File: src/rtl/spi_flash_responder.sv
// SPI mode-0 serial flash target.
// SCLK/CS_N/MOSI are oversampled in the clk domain. The block decodes READ (0x03),
// JEDEC ID (0x9F) and READ STATUS (0x05), and serves read data from a byte-wide
// memory port that has a fixed one-clock read latency.
module spi_flash_responder #(
    parameter int          ADDR_W      = 24,
    parameter logic [23:0] JEDEC_ID    = 24'hEF4016,
    parameter int          SYNC_STAGES = 2
) (
    input  logic              clk,
    input  logic              rst_n,
    input  logic              spi_sclk,
    input  logic              spi_cs_n,
    input  logic              spi_mosi,
    output logic              spi_miso,
    output logic              spi_miso_oe,
    output logic [ADDR_W-1:0] mem_addr,
    output logic              mem_rd,
    input  logic [7:0]        mem_data,
    output logic              busy,
    output logic              cmd_err
);

    typedef enum logic [2:0] {
        ST_IDLE   = 3'd0,
        ST_CMD    = 3'd1,
        ST_ADDR   = 3'd2,
        ST_DATA   = 3'd3,
        ST_ID     = 3'd4,
        ST_STATUS = 3'd5,
        ST_IGNORE = 3'd6
    } state_t;

    logic [SYNC_STAGES-1:0] sclk_sync_r;
    logic [SYNC_STAGES-1:0] cs_sync_r;
    logic [SYNC_STAGES-1:0] mosi_sync_r;
    logic                   sclk_prev_r;
    logic                   cs_prev_r;

    logic sclk_s;
    logic cs_s;
    logic mosi_s;
    logic sclk_rise_s;
    logic sclk_fall_s;
    logic cs_fall_s;

    state_t            state_r,      state_nx;
    logic [4:0]        bit_cnt_r,    bit_cnt_nx;
    logic [22:0]       addr_shift_r, addr_shift_nx;
    logic [7:0]        shift_r,      shift_nx;
    logic [7:0]        next_byte_r,  next_byte_nx;
    logic [ADDR_W-1:0] mem_addr_r,   mem_addr_nx;
    logic              mem_rd_r,     mem_rd_nx;
    logic              rd_pend_r;
    logic              miso_oe_r,    miso_oe_nx;
    logic              cmd_err_r,    cmd_err_nx;
    logic              busy_r;
    logic [1:0]        id_idx_r,     id_idx_nx;

    logic [23:0]       shift_in_s;
    logic [7:0]        load_byte_s;

    // Synchronise the SPI pins into clk; CS_N chain idles deasserted (high).
    always_ff @(posedge clk or negedge rst_n) begin
        if (!rst_n) begin
            sclk_sync_r <= {SYNC_STAGES{1'b0}};
            cs_sync_r   <= {SYNC_STAGES{1'b1}};
            mosi_sync_r <= {SYNC_STAGES{1'b0}};
        end else begin
            sclk_sync_r <= {sclk_sync_r[SYNC_STAGES-2:0], spi_sclk};
            cs_sync_r   <= {cs_sync_r[SYNC_STAGES-2:0], spi_cs_n};
            mosi_sync_r <= {mosi_sync_r[SYNC_STAGES-2:0], spi_mosi};
        end
    end

    assign sclk_s = sclk_sync_r[SYNC_STAGES-1];
    assign cs_s   = cs_sync_r[SYNC_STAGES-1];
    assign mosi_s = mosi_sync_r[SYNC_STAGES-1];

    // Previous synced levels, used to turn the pin levels into edge pulses.
    always_ff @(posedge clk or negedge rst_n) begin
        if (!rst_n) begin
            sclk_prev_r <= 1'b0;
            cs_prev_r   <= 1'b1;
        end else begin
            sclk_prev_r <= sclk_s;
            cs_prev_r   <= cs_s;
        end
    end

    assign sclk_rise_s = sclk_s & ~sclk_prev_r;
    assign sclk_fall_s = ~sclk_s & sclk_prev_r;
    assign cs_fall_s   = ~cs_s & cs_prev_r;

    // Incoming MOSI bit appended to the command/address shift register.
    assign shift_in_s = {addr_shift_r, mosi_s};

    // Byte presented to the output shifter at each byte boundary, by state.
    always_comb begin
        load_byte_s = 8'h00;
        case (state_r)
            ST_DATA: load_byte_s = next_byte_r;
            ST_ID: begin
                case (id_idx_r)
                    2'd0:    load_byte_s = JEDEC_ID[23:16];
                    2'd1:    load_byte_s = JEDEC_ID[15:8];
                    2'd2:    load_byte_s = JEDEC_ID[7:0];
                    default: load_byte_s = 8'h00;
                endcase
            end
            default: load_byte_s = 8'h00;
        endcase
    end

    // Next-state and datapath decode; a deasserted CS overrides every state.
    always_comb begin
        state_nx      = state_r;
        bit_cnt_nx    = bit_cnt_r;
        addr_shift_nx = addr_shift_r;
        shift_nx      = shift_r;
        mem_addr_nx   = mem_addr_r;
        mem_rd_nx     = 1'b0;
        miso_oe_nx    = miso_oe_r;
        cmd_err_nx    = 1'b0;
        id_idx_nx     = id_idx_r;

        // Memory data arrives one clk after the strobe; capture it then.
        if (rd_pend_r) begin
            next_byte_nx = mem_data;
        end else begin
            next_byte_nx = next_byte_r;
        end

        if (cs_s) begin
            state_nx   = ST_IDLE;
            bit_cnt_nx = 5'd0;
            miso_oe_nx = 1'b0;
            shift_nx   = 8'h00;
        end else begin
            case (state_r)
                ST_IDLE: begin
                    if (cs_fall_s) begin
                        state_nx      = ST_CMD;
                        bit_cnt_nx    = 5'd0;
                        addr_shift_nx = 23'd0;
                        id_idx_nx     = 2'd0;
                    end else begin
                        state_nx = ST_IDLE;
                    end
                end
                ST_CMD: begin
                    if (sclk_rise_s) begin
                        addr_shift_nx = shift_in_s[22:0];
                        if (bit_cnt_r == 5'd7) begin
                            bit_cnt_nx = 5'd0;
                            case (shift_in_s[7:0])
                                8'h03:   state_nx = ST_ADDR;
                                8'h9F:   state_nx = ST_ID;
                                8'h05:   state_nx = ST_STATUS;
                                default: begin
                                    state_nx   = ST_IGNORE;
                                    cmd_err_nx = 1'b1;
                                end
                            endcase
                        end else begin
                            bit_cnt_nx = bit_cnt_r + 5'd1;
                        end
                    end else begin
                        state_nx = ST_CMD;
                    end
                end
                ST_ADDR: begin
                    if (sclk_rise_s) begin
                        addr_shift_nx = shift_in_s[22:0];
                        if (bit_cnt_r == 5'd23) begin
                            bit_cnt_nx  = 5'd0;
                            mem_addr_nx = shift_in_s[ADDR_W-1:0];
                            mem_rd_nx   = 1'b1;
                            state_nx    = ST_DATA;
                        end else begin
                            bit_cnt_nx = bit_cnt_r + 5'd1;
                        end
                    end else begin
                        state_nx = ST_ADDR;
                    end
                end
                ST_DATA, ST_ID, ST_STATUS: begin
                    if (sclk_fall_s) begin
                        // Counter low bits are zero only on the fall that starts a byte.
                        if (bit_cnt_r[2:0] == 3'd0) begin
                            shift_nx   = load_byte_s;
                            miso_oe_nx = 1'b1;
                            if ((state_r == ST_ID) && (id_idx_r != 2'd3)) begin
                                id_idx_nx = id_idx_r + 2'd1;
                            end else begin
                                id_idx_nx = id_idx_r;
                            end
                        end else begin
                            shift_nx = {shift_r[6:0], 1'b0};
                        end
                    end else if (sclk_rise_s) begin
                        bit_cnt_nx = bit_cnt_r + 5'd1;
                        // Bit 0 of a READ byte sampled: prefetch the following byte.
                        if ((state_r == ST_DATA) && (bit_cnt_r[2:0] == 3'd7)) begin
                            mem_addr_nx = mem_addr_r + {{(ADDR_W-1){1'b0}}, 1'b1};
                            mem_rd_nx   = 1'b1;
                        end else begin
                            mem_rd_nx = 1'b0;
                        end
                    end else begin
                        state_nx = state_r;
                    end
                end
                ST_IGNORE: begin
                    miso_oe_nx = 1'b0;
                end
                default: begin
                    state_nx   = ST_IDLE;
                    bit_cnt_nx = 5'd0;
                end
            endcase
        end
    end

    // State and datapath registers; all outputs come straight from here.
    always_ff @(posedge clk or negedge rst_n) begin
        if (!rst_n) begin
            state_r      <= ST_IDLE;
            bit_cnt_r    <= 5'd0;
            addr_shift_r <= 23'd0;
            shift_r      <= 8'h00;
            next_byte_r  <= 8'h00;
            mem_addr_r   <= {ADDR_W{1'b0}};
            mem_rd_r     <= 1'b0;
            rd_pend_r    <= 1'b0;
            miso_oe_r    <= 1'b0;
            cmd_err_r    <= 1'b0;
            busy_r       <= 1'b0;
            id_idx_r     <= 2'd0;
        end else begin
            state_r      <= state_nx;
            bit_cnt_r    <= bit_cnt_nx;
            addr_shift_r <= addr_shift_nx;
            shift_r      <= shift_nx;
            next_byte_r  <= next_byte_nx;
            mem_addr_r   <= mem_addr_nx;
            mem_rd_r     <= mem_rd_nx;
            rd_pend_r    <= mem_rd_r;
            miso_oe_r    <= miso_oe_nx;
            cmd_err_r    <= cmd_err_nx;
            busy_r       <= (state_nx != ST_IDLE);
            id_idx_r     <= id_idx_nx;
        end
    end

    assign spi_miso    = shift_r[7];
    assign spi_miso_oe = miso_oe_r;
    assign mem_addr    = mem_addr_r;
    assign mem_rd      = mem_rd_r;
    assign busy        = busy_r;
    assign cmd_err     = cmd_err_r;

endmodule
File: config.mk
export PLATFORM = sky130hd
export DESIGN_NAME = spi_flash_responder
export DESIGN_NICKNAME = d
export VERILOG_FILES = /design/src/rtl/spi_flash_responder.sv
export SDC_FILE = /design/constraint.sdc
export NUM_CORES = 1
export LEC_CHECK = 0
export CORE_ASPECT_RATIO = 1.5
export CORE_MARGIN = 4
export CORE_UTILIZATION = 57
export DETAILED_ROUTE_END_ITERATION = 8
export PLACE_DENSITY_LB_ADDON = 0.25
export SYNTH_ARGS = -nofsm -noshare
export SYNTH_HDL_FRONTEND = slang
export SYNTH_SLANG_ARGS = --single-unit
File: constraint.sdc
create_clock -name clk -period 2.3 [get_ports clk]
set_input_delay 0.23 -clock clk [delete_from_list [all_inputs] [get_ports clk]]
set_output_delay 0.23 -clock clk [all_outputs]
set_load 0.02 [all_outputs]
# Yosys cells after proc, flatten, opt, wreduce, memory -nomap -nowiden
# Cells that the tools add are included.
# Widths: inputs -> output; s select.
# classes
n_reduce_logical	22
div	0
multipliers	0
order_cmp	0
n_shift	0
eq_ne	33
n_addsub	3
bitwise	6
mux	53
# ops
cell	count
$mux 24	5
$pmux 24 s2	1
$mux 23	2
$pmux 23 s2	1
$mux 5	8
$mux 8	4
$pmux 5 s5	1
$add 24x1->24 const B	1
$pmux 8 s3	1
$ne 2x2->1 const B	11
$ne 3x3->1 const B	7
$pmux 8 s2	1
$mux 1	15
$mux 3	5
$eq 3x3->1 const B	4
$pmux 3 s4	1
$reduce_and 6->1	2
$reduce_bool 2->1	5
$pmux 3 s3	1
$eq 8x2->1 const B	1
$eq 8x3->1 const B	1
$eq 8x8->1 const B	1
$mux 2	4
$reduce_and 7->1	1
other kinds (23)	33
# totals
mem_bits_rw	0
output_inout_bits	29
rom_bits	0
ff_bits	86
n_memories	0
latchBits	0
in_bits	13
wordCells	134

# Logic depth before layout (Yosys ltp)
# logic_depth
ltp_word	7
ltp_mapped	10

# Worst setup path after synthesis
# OpenSTA, ideal clock, no wires.
# synth_path
path_kind	reg2reg
from	register mem_addr_r[0] (netlist: mem_addr[0])
to	register mem_addr_r[14] (netlist: mem_addr[14])
period_less_slack_ns	1.872
path_buffers	0
path_stages_with_launch	7
slack_ns	0.428
required_ns	2.179
setup_ns	0.121
arrival_time_ns	1.751
path_cell_list	dfrtp_1 ha_1 nand3_1 nor3_4 nand3_1 a21o_1 a22o_1
# synth_between
elab_chain_cells	5
# synth_lines
element	line_no	text
start, declared	52	logic [ADDR_W-1:0] mem_addr_r, mem_addr_nx;
start signal, assigned	233	mem_addr_r <= {ADDR_W{1'b0}};
start signal, assigned	246	mem_addr_r <= mem_addr_nx;
$add 24x1->24	205	mem_addr_nx = mem_addr_r + {{(ADDR_W-1){1'b0}}, 1'b1};
$mux 24	204	if ((state_r == ST_DATA) && (bit_cnt_r[2:0] == 3'd7)) begin
$mux 24	201	end else if (sclk_rise_s) begin
$mux 24	188	if (sclk_fall_s) begin
$pmux 24 s2	140	case (state_r)
# No other way between the ends. The select of a mux whose other input is x is not followed.
# A chain may end at the register's enable or synchronous reset.

# Worst setup path in the final report
# layout_path
from	register state_r[0]
to	register bit_cnt_r[0]
# layout_between
elab_chain_cells	4
elab_cells_between_ends	17
# layout_lines
element	line_no	text
start, declared	47	state_t state_r, state_nx;
start signal, assigned	241	state_r <= state_nx;
$eq 3x3->1 or $eq 3x2->1 (tied branches)	140	
$reduce_or 3->1	140	
$ne 3x3->1 (no line) or $pmux 5 s5 (tied branches)	n/a	
$reduce_and 6->1 (no line) or $mux 5 (tied branches)	n/a	
end signal, assigned	242	bit_cnt_r <= bit_cnt_nx;
end, declared	48	logic [4:0] bit_cnt_r, bit_cnt_nx;
# Parallel ways exist; a longest one is shown, timed or not.

==> out/qor.yml <==
p_switching_w: 0.000744
status: "finished, final reports clean"
ys_async_sr_fraction_pct: 100
busiest_layer: "met2"
synthesis.nets: 496
clkPwrFrac_pct: 45.5
pwr-share-comb_pct: 5.8
grtUsageMet3_pct: 4.40
wl_per_cell_um: 16.6
slew_headroom_pct: 60.4
dp_hpwl_um: 6890
worst-slew-pin-transition_ns: 0.594
port_buffers: 41
finalNetCount: 533
maxCapViolations: 0
fmax_mhz: 490
switching_share_pct: 23.4
yosysMostFrequentCell: "dfrtp_1"
grt_pass1_vias: 3647
rr_worst_depth: 6
grt_pass1_wl_um: 17300
cts_tree: "yes"
start_kind: "flop"
num_antenna_cells: 0
syn_area_per_cell_um2: 9.41
finalCriticalPeriod_ns: 2.04
drc: 0
die_w_um: 80.2
slew_violations: 0
dp.cells: 601
hold_violations: 0
die_h_um: 116
hold_class: "primary input to flop"
critical_path_class: "flop to flop"
drive_gt1_share_pct: 12.2
crit_fanout: 14
core_area_um2: 7610
synth_area_leaders: "dfrtp_1 47%, nand2_1 6.9%, o21ai_0 3.8%, a21oi_1 3.7%, nor2_1 2.6%"
skew_ns: 0.00686
use_met1_pct: 28.8
htreeDepth: 3
fin_crit_sh_pct: 88.8
track_usage_pct: 23.8
rsz0062_at_grt: "false"
synth_cell_type_count: 64
drt_iter0_drc: 165
clk_latency_ns: 0.34
synth-seq-cells: 86
fill_cells: 596
clk_pin_slew_worst_paths_ns: 0.06
netlist_area_um2: 4460
start_util_pct: 58.6
p_leak_nw: 2.28
ys.flop_type: "dfrtp_1"
overflow: 0
viasPerCell: 5.96
setup_violations: 0
synth_cells: 474
clock_path_buffers: 2
cts_buffers: 9
ctsRootBufferMaster: "clkbuf_16"
area_growth_syn_to_layout_pct: 18.9
dieArea_um2: 9330
yosys.area.top_type: "dfrtp_1"
rows: 39
grt_antenna_before_repair: 0
postLayoutCoreUtil_pct: 69.6
synth.top_cell.area_share_pct: 46.6
synth_edf_count: 0
setup_tns_ns: 0
power_density_nw_per_um2: 602
gp_congestion: 0.838
totalWireLength_um: 10200
use_met2_pct: 41.8
vias: 3684
detail-route-antenna-nets: 0
cp.required_ns: 2.58
hold_path_depth: 1
seqPwrFrac_pct: 48.7
p_int_w: 0.00244
synth_common_cells: "83 x dfrtp_1, 82 x nand2_1, 34 x o21ai_0, 33 x a21oi_1, 31 x nor2_1"
cts_resized: 0
endpoint_kind: "flop"
ys_seq_area_share_pct: 48.4
yosysWarnings: 0
boundaryPins: 42
grt_max_degree: 47
clkSinkCount: 86
instances_no_fill: 618
irDropWorstVdd_uv: 480
arrival_ns: 2.33
first_pass_iters: 5
## flip-flops by register name, summed over array words and instances (netlist names)
register      count
rd_pend_r         1
mosi_sync_r       2
cmd_err           1
id_idx_r          2
bit_cnt_r         5
cs_prev_r         1
mem_addr         24
next_byte_r       8
shift_r           8
state_r           3
sclk_prev_r       1
spi_miso_oe       1
cs_sync_r         2
busy              1
sclk_sync_r       2
mem_rd            1
addr_shift_r     23
## layout by cell type (no fill, tap or decap), types with 7 or more instances in the layout
master | synthesis | final
a21oi_1 | 33 | 33
and3_1 | 7 | 7
buf_4 | 2 | 14
clkbuf_16 | 0 | 9
clkdlybuf4s50_1 | 0 | 40
dfrtp_1 | 83 | 83
ha_1 | 9 | 9
inv_1 | 8 | 8
mux2_2 | 9 | 9
nand2_1 | 82 | 82
nand3_1 | 18 | 18
nor2_1 | 31 | 31
o211ai_1 | 7 | 7
o21ai_0 | 34 | 34
o22a_1 | 9 | 9
o22ai_1 | 7 | 7
## cell families after synthesis
group / share of synthesized area (%)
and+or+nand+nor: 20.3
AOI/OAI and AO/OA: 21.0
DFF: 48.4
buffers and inverters: 4.80
muxes: 2.72
adders and majority gates: 2.53
xor gates and xnor gates: 0.196
## final cells by class
| type | count | area [µm²] | area share, % |
|---|---|---|---|
| Timing Repair Buffer | 59 | 596 | 11.2 |
| Clock buffer | 9 | 225 | 4.25 |
| Clock inverter | 7 | 72.6 | 1.37 |
| Inverter | 8 | 30.0 | 0.567 |
| Tap cell | 102 | 128 | 2.41 |
| Sequential cell | 86 | 2160 | 40.7 |
| Multi-Input combinational cell | 347 | 2090 | 39.5 |
## worst max-delay path, stage by stage (launching register included)
cell	delay (ns)
dfrtp_1	0.43
buf_4	0.20
nor2_1	0.18
a221oi_1	0.10
o21ai_0	0.50
nor2b_1	0.36
mux2_2	0.22
## routing by layer
layer | up-vias | part of all wire [%] | routed length, µm
met5 | - | 0 | 0
met4 | 0 | 2.0 | 201
met3 | 15 | 3.1 | 318
met2 | 94 | 55 | 5600
met1 | 1805 | 40 | 4120
li1 | 1770 | - | -
## repair_timing
action                                 4_1_cts  5_1_grt
endpoints found under the hold margin       40        0
buffers inserted                             0        0
hold buffers                                 1        0
## power by group through the flow
stage / clock network (W) / logic [W] / registers, W
6_report: 0.00145 / 0.000184 / 0.00155
5_1_grt: 0.00155 / 0.000206 / 0.00155
4_1_cts: 0.00147 / 0.000185 / 0.00155
3_5_place_dp: 0 / 0.000182 / 0.00158
3_3_place_gp: 0 / 0.000178 / 0.00158
2_1_floorplan: 0 / 0.000103 / 0.00157
## stage by stage
stage / instance area (µm²) / setup slack (ns) / total power (W) / hold slack [ns]
floorplan: 4460 / 0.428 / 0.00167 / -0.0656
global placement: 4990 / 0.370 / 0.00176 / 0.258
detailed placement: 4990 / 0.315 / 0.00176 / 0.270
CTS: 5300 / 0.293 / 0.00321 / 0.294
global route: 5300 / 0.0862 / 0.00331 / 0.297
finish: 5300 / 0.257 / 0.00319 / 0.299
## worst paths after layout
check	from	slack, ns	endpoint
max	state_r[0]$_DFF_PN0_	0.26	bit_cnt_r[0]$_DFFE_PN0P_
min	spi_cs_n	0.30	cs_sync_r[0]$_DFF_PN1_
max reg2reg	state_r[0]$_DFF_PN0_	0.26	bit_cnt_r[0]$_DFFE_PN0P_
min reg2reg	mosi_sync_r[0]$_DFF_PN0_	0.35	mosi_sync_r[1]$_DFF_PN0_
max in group asynchronous	rst_n	1.21	mem_addr[18]$_DFFE_PN0P_
min in group asynchronous	rst_n	0.45	next_byte_r[0]$_DFFE_PN0P_
Note: power is estimated with default switching activity, not from simulation.
==> edit, RTL diff (config.mk and constraints unchanged) <==
Re-encode `state_t` (7 states) as Gray code, 3 bits wide.
--- a/src/rtl/spi_flash_responder.sv
+++ b/src/rtl/spi_flash_responder.sv
@@ -22,13 +22,13 @@
 );
 
     typedef enum logic [2:0] {
-        ST_IDLE   = 3'd0,
-        ST_CMD    = 3'd1,
-        ST_ADDR   = 3'd2,
-        ST_DATA   = 3'd3,
-        ST_ID     = 3'd4,
-        ST_STATUS = 3'd5,
-        ST_IGNORE = 3'd6
+        ST_IDLE   = 3'b000,
+        ST_CMD    = 3'b001,
+        ST_ADDR   = 3'b011,
+        ST_DATA   = 3'b010,
+        ST_ID     = 3'b110,
+        ST_STATUS = 3'b111,
+        ST_IGNORE = 3'b101
     } state_t;
 
     logic [SYNC_STAGES-1:0] sclk_sync_r;
Behaviour: no difference found for any inputs over 4 cycles, from zero or initial values and one cycle with rst_n low; so few cycles prove little.
==> edit against the unedited design <==
- sequential cell count unchanged
- first-iteration DRC count increased by 72%
- combinational power is 69% higher
- final cell count is 1.5% higher
- clock power is 3% higher
- global-route usage grew 1.6 points
- maximum frequency down 3.2%
- final area rose by 0.54%
- setup slack worse by 67 ps
- synthesized area about the same
- synthesized cell count up 1.5%
- total power up 6.8%
- sequential share of layout area down 0.22 points
- wire length grew 5.3%
- largest cell class unchanged
- largest power group unchanged
==> edit: results (changes against the unedited design) <==
- Post-DP HPWL: 7456 um (+8.2%)
- Antenna violations before repair: 0 (unchanged)
- Max Cap Viol: 0 (unchanged)
- Vias in the first global route: 3947 (+8.2%)
- Synth Net Count: 503 (+1.4%)
- Critical path's slowest cell: nor4_2
- Worst Path Arrival: 2370 ps (+40 ps)
- Lkg Pwr: 2.200 nW (-3.6%)
- CTS root buffer: clkbuf_16
- Inst Count DP: 610 (+1.5%)
- Total gr overflow: 0 (unchanged)
- Worst vdd ir: 0.0005210 V (+8.5%)
- FF-to-FF path depth: 6 (unchanged)
- Largest cells by area after synthesis: dfrtp_1 (47%), nand2_1 (6.8%), o21ai_0 (4.0%), a21oi_1 (3.6%), mux2_2 (3.5%)
- CTS buffer count: 9 (unchanged)
- # fillers: 608 (+2.0%)
- First drt pass iteration count: 5 (unchanged)
- Tot GR Track Use: 25.41% (+1.6 points)
- Largest net degree at the start of global routing: 51 (+8.5%)
- Final net count: 542 (+1.7%)
- Max stage delay on crit path: 610 ps (+110 ps)
- Commonest cells in the synthesized netlist: dfrtp_1 (83), nand2_1 (81), o21ai_0 (36), a21oi_1 (32), nor2_1 (32)
- Max reg flops: 24 (unchanged)
- Post-route clock skew: 6.289 ps (-0.5726 ps)
- Inserted Diodes: 0 (unchanged)
- Reg clk slew, reported paths: 60 ps (about the same)
- Post CTS Setup Buffer Count: 0 (unchanged)
- Share of cells above drive strength 1: 12.00% (-0.21 points)
- Unique masters post-synth: 68 (+6.3%)
- Clk_lat worst skew: 340 ps (about the same)
- HP Class: input port to flop
- Synth Instances: 481 (+1.5%)
- Flop2flop setup slack: 190 ps (-70 ps)
- Post-synthesis sequential area ratio: 48.33% (about the same)
- Status: finished, final reports clean
- PortBufs: 41 (unchanged)
- Final cell count without fillers: 627 (+1.5%)
- Slew headroom: 61.01% (+0.64 points)
- Initial DRC count: 283 (+72%)
- Worst hold slack: 289.2 ps (-9.458 ps)
- GP Congestion: 0.9131 (+8.9%)
- Max clock buf depth: 2 (unchanged)
- Critical path fanouts, max: 8 (-6)
- Kind of critical path: flop to flop
- H-tree level count: 3 (unchanged)
- Worst R2R Start: mem_addr[0]
- Vias per inst: 6.062 (+1.7%)
- Fraction of registers with async set/reset: 100.0% (unchanged)
- Global-route wire length before repair: 18580 um (+7.3%)
- Drt wl/cell: 17.21 um (+3.8%)
- Synth Flop Type: dfrtp_1
- CP Capture Point: mem_addr[22]
- Ys Warns: 0 (unchanged)
## edit: kinds of logic after synthesis
| family | after synthesis | synth area share [%] |
|---|---|---|
| AND/OR/NAND/NOR | 190 | 21.12 |
| AO/OA/AOI/OAI | 140 | 20.03 |
| flip-flops | 86 | 48.33 |
| buffers and inverters | 40 | 4.039 |
| multiplexers | 15 | 3.759 |
| adder cells (fa/ha/maj) | 9 | 2.525 |
| XOR/XNOR | 1 | 0.1964 |
## edit: per-stage QoR
stage | setup WS (ps) | util (%) | instance area (um2)
floorplan | 498.6 | - | 4461
global placement | 179.2 | 65.55 | 4990
detailed placement | 133.7 | 65.55 | 4990
CTS | 111.2 | 69.77 | 5311
global route | 22.86 | 69.99 | 5328
finish | 189.7 | 69.99 | 5328
## edit: what timing repair did
| action | in CTS | in global routing |
|---|---|---|
| hold buffers | 1 | 0 |
| resized for setup | 0 | 2 |
| hold endpoints to repair | 34 | 0 |
| endpoints found under the setup margin | 0 | 3 |
## edit: worst min path at each step
stage	start	endpoint	cells after the start
6_report	spi_cs_n	cs_sync_r[0]	1
5_1_grt	spi_cs_n	cs_sync_r[0]	1
4_1_cts	spi_cs_n	cs_sync_r[0]	1
3_5_place_dp	rst_n	busy	1
3_3_place_gp	rst_n	cmd_err	1
2_1_floorplan	rst_n	addr_shift_r[0]	0
## edit: critical path, delay by kind of cell (launching register included)
kind / cells / cell delay, ps
flops: 1 / 430
simple gates: 3 / 1060
fa+ha+maj: 1 / 220
compound gates: 2 / 310
## edit: final cells by class
type,count,area [um2],share of cell area (%)
tap,102,127.6,2.395
sequential,86,2156,40.47
inverter,13,48.80,0.9159
multi-input combinational,355,2143,40.23
clock buffer,12,256.5,4.814
clock inverter,4,55.05,1.033
timing repair buffer,55,540.5,10.15
## edit: layer usage
| layer | vias up | GRT usage (%) | wire length (um) |
|---|---|---|---|
| met4 | 0 | 10.03 | 247 |
| met5 | - | 0 | 0 |
| met1 | 1830 | 31.23 | 4339 |
| met2 | 138 | 43.86 | 5664 |
| li1 | 1812 | - | - |
| met3 | 21 | 4.861 | 538 |
## edit: power breakdown
group	total (W)	switching, W	internal [W]
Clock	0.00150	0.000597	0.000905
Combinational	0.000311	0.000207	0.000103
Sequential	0.00159	0.0000440	0.00155
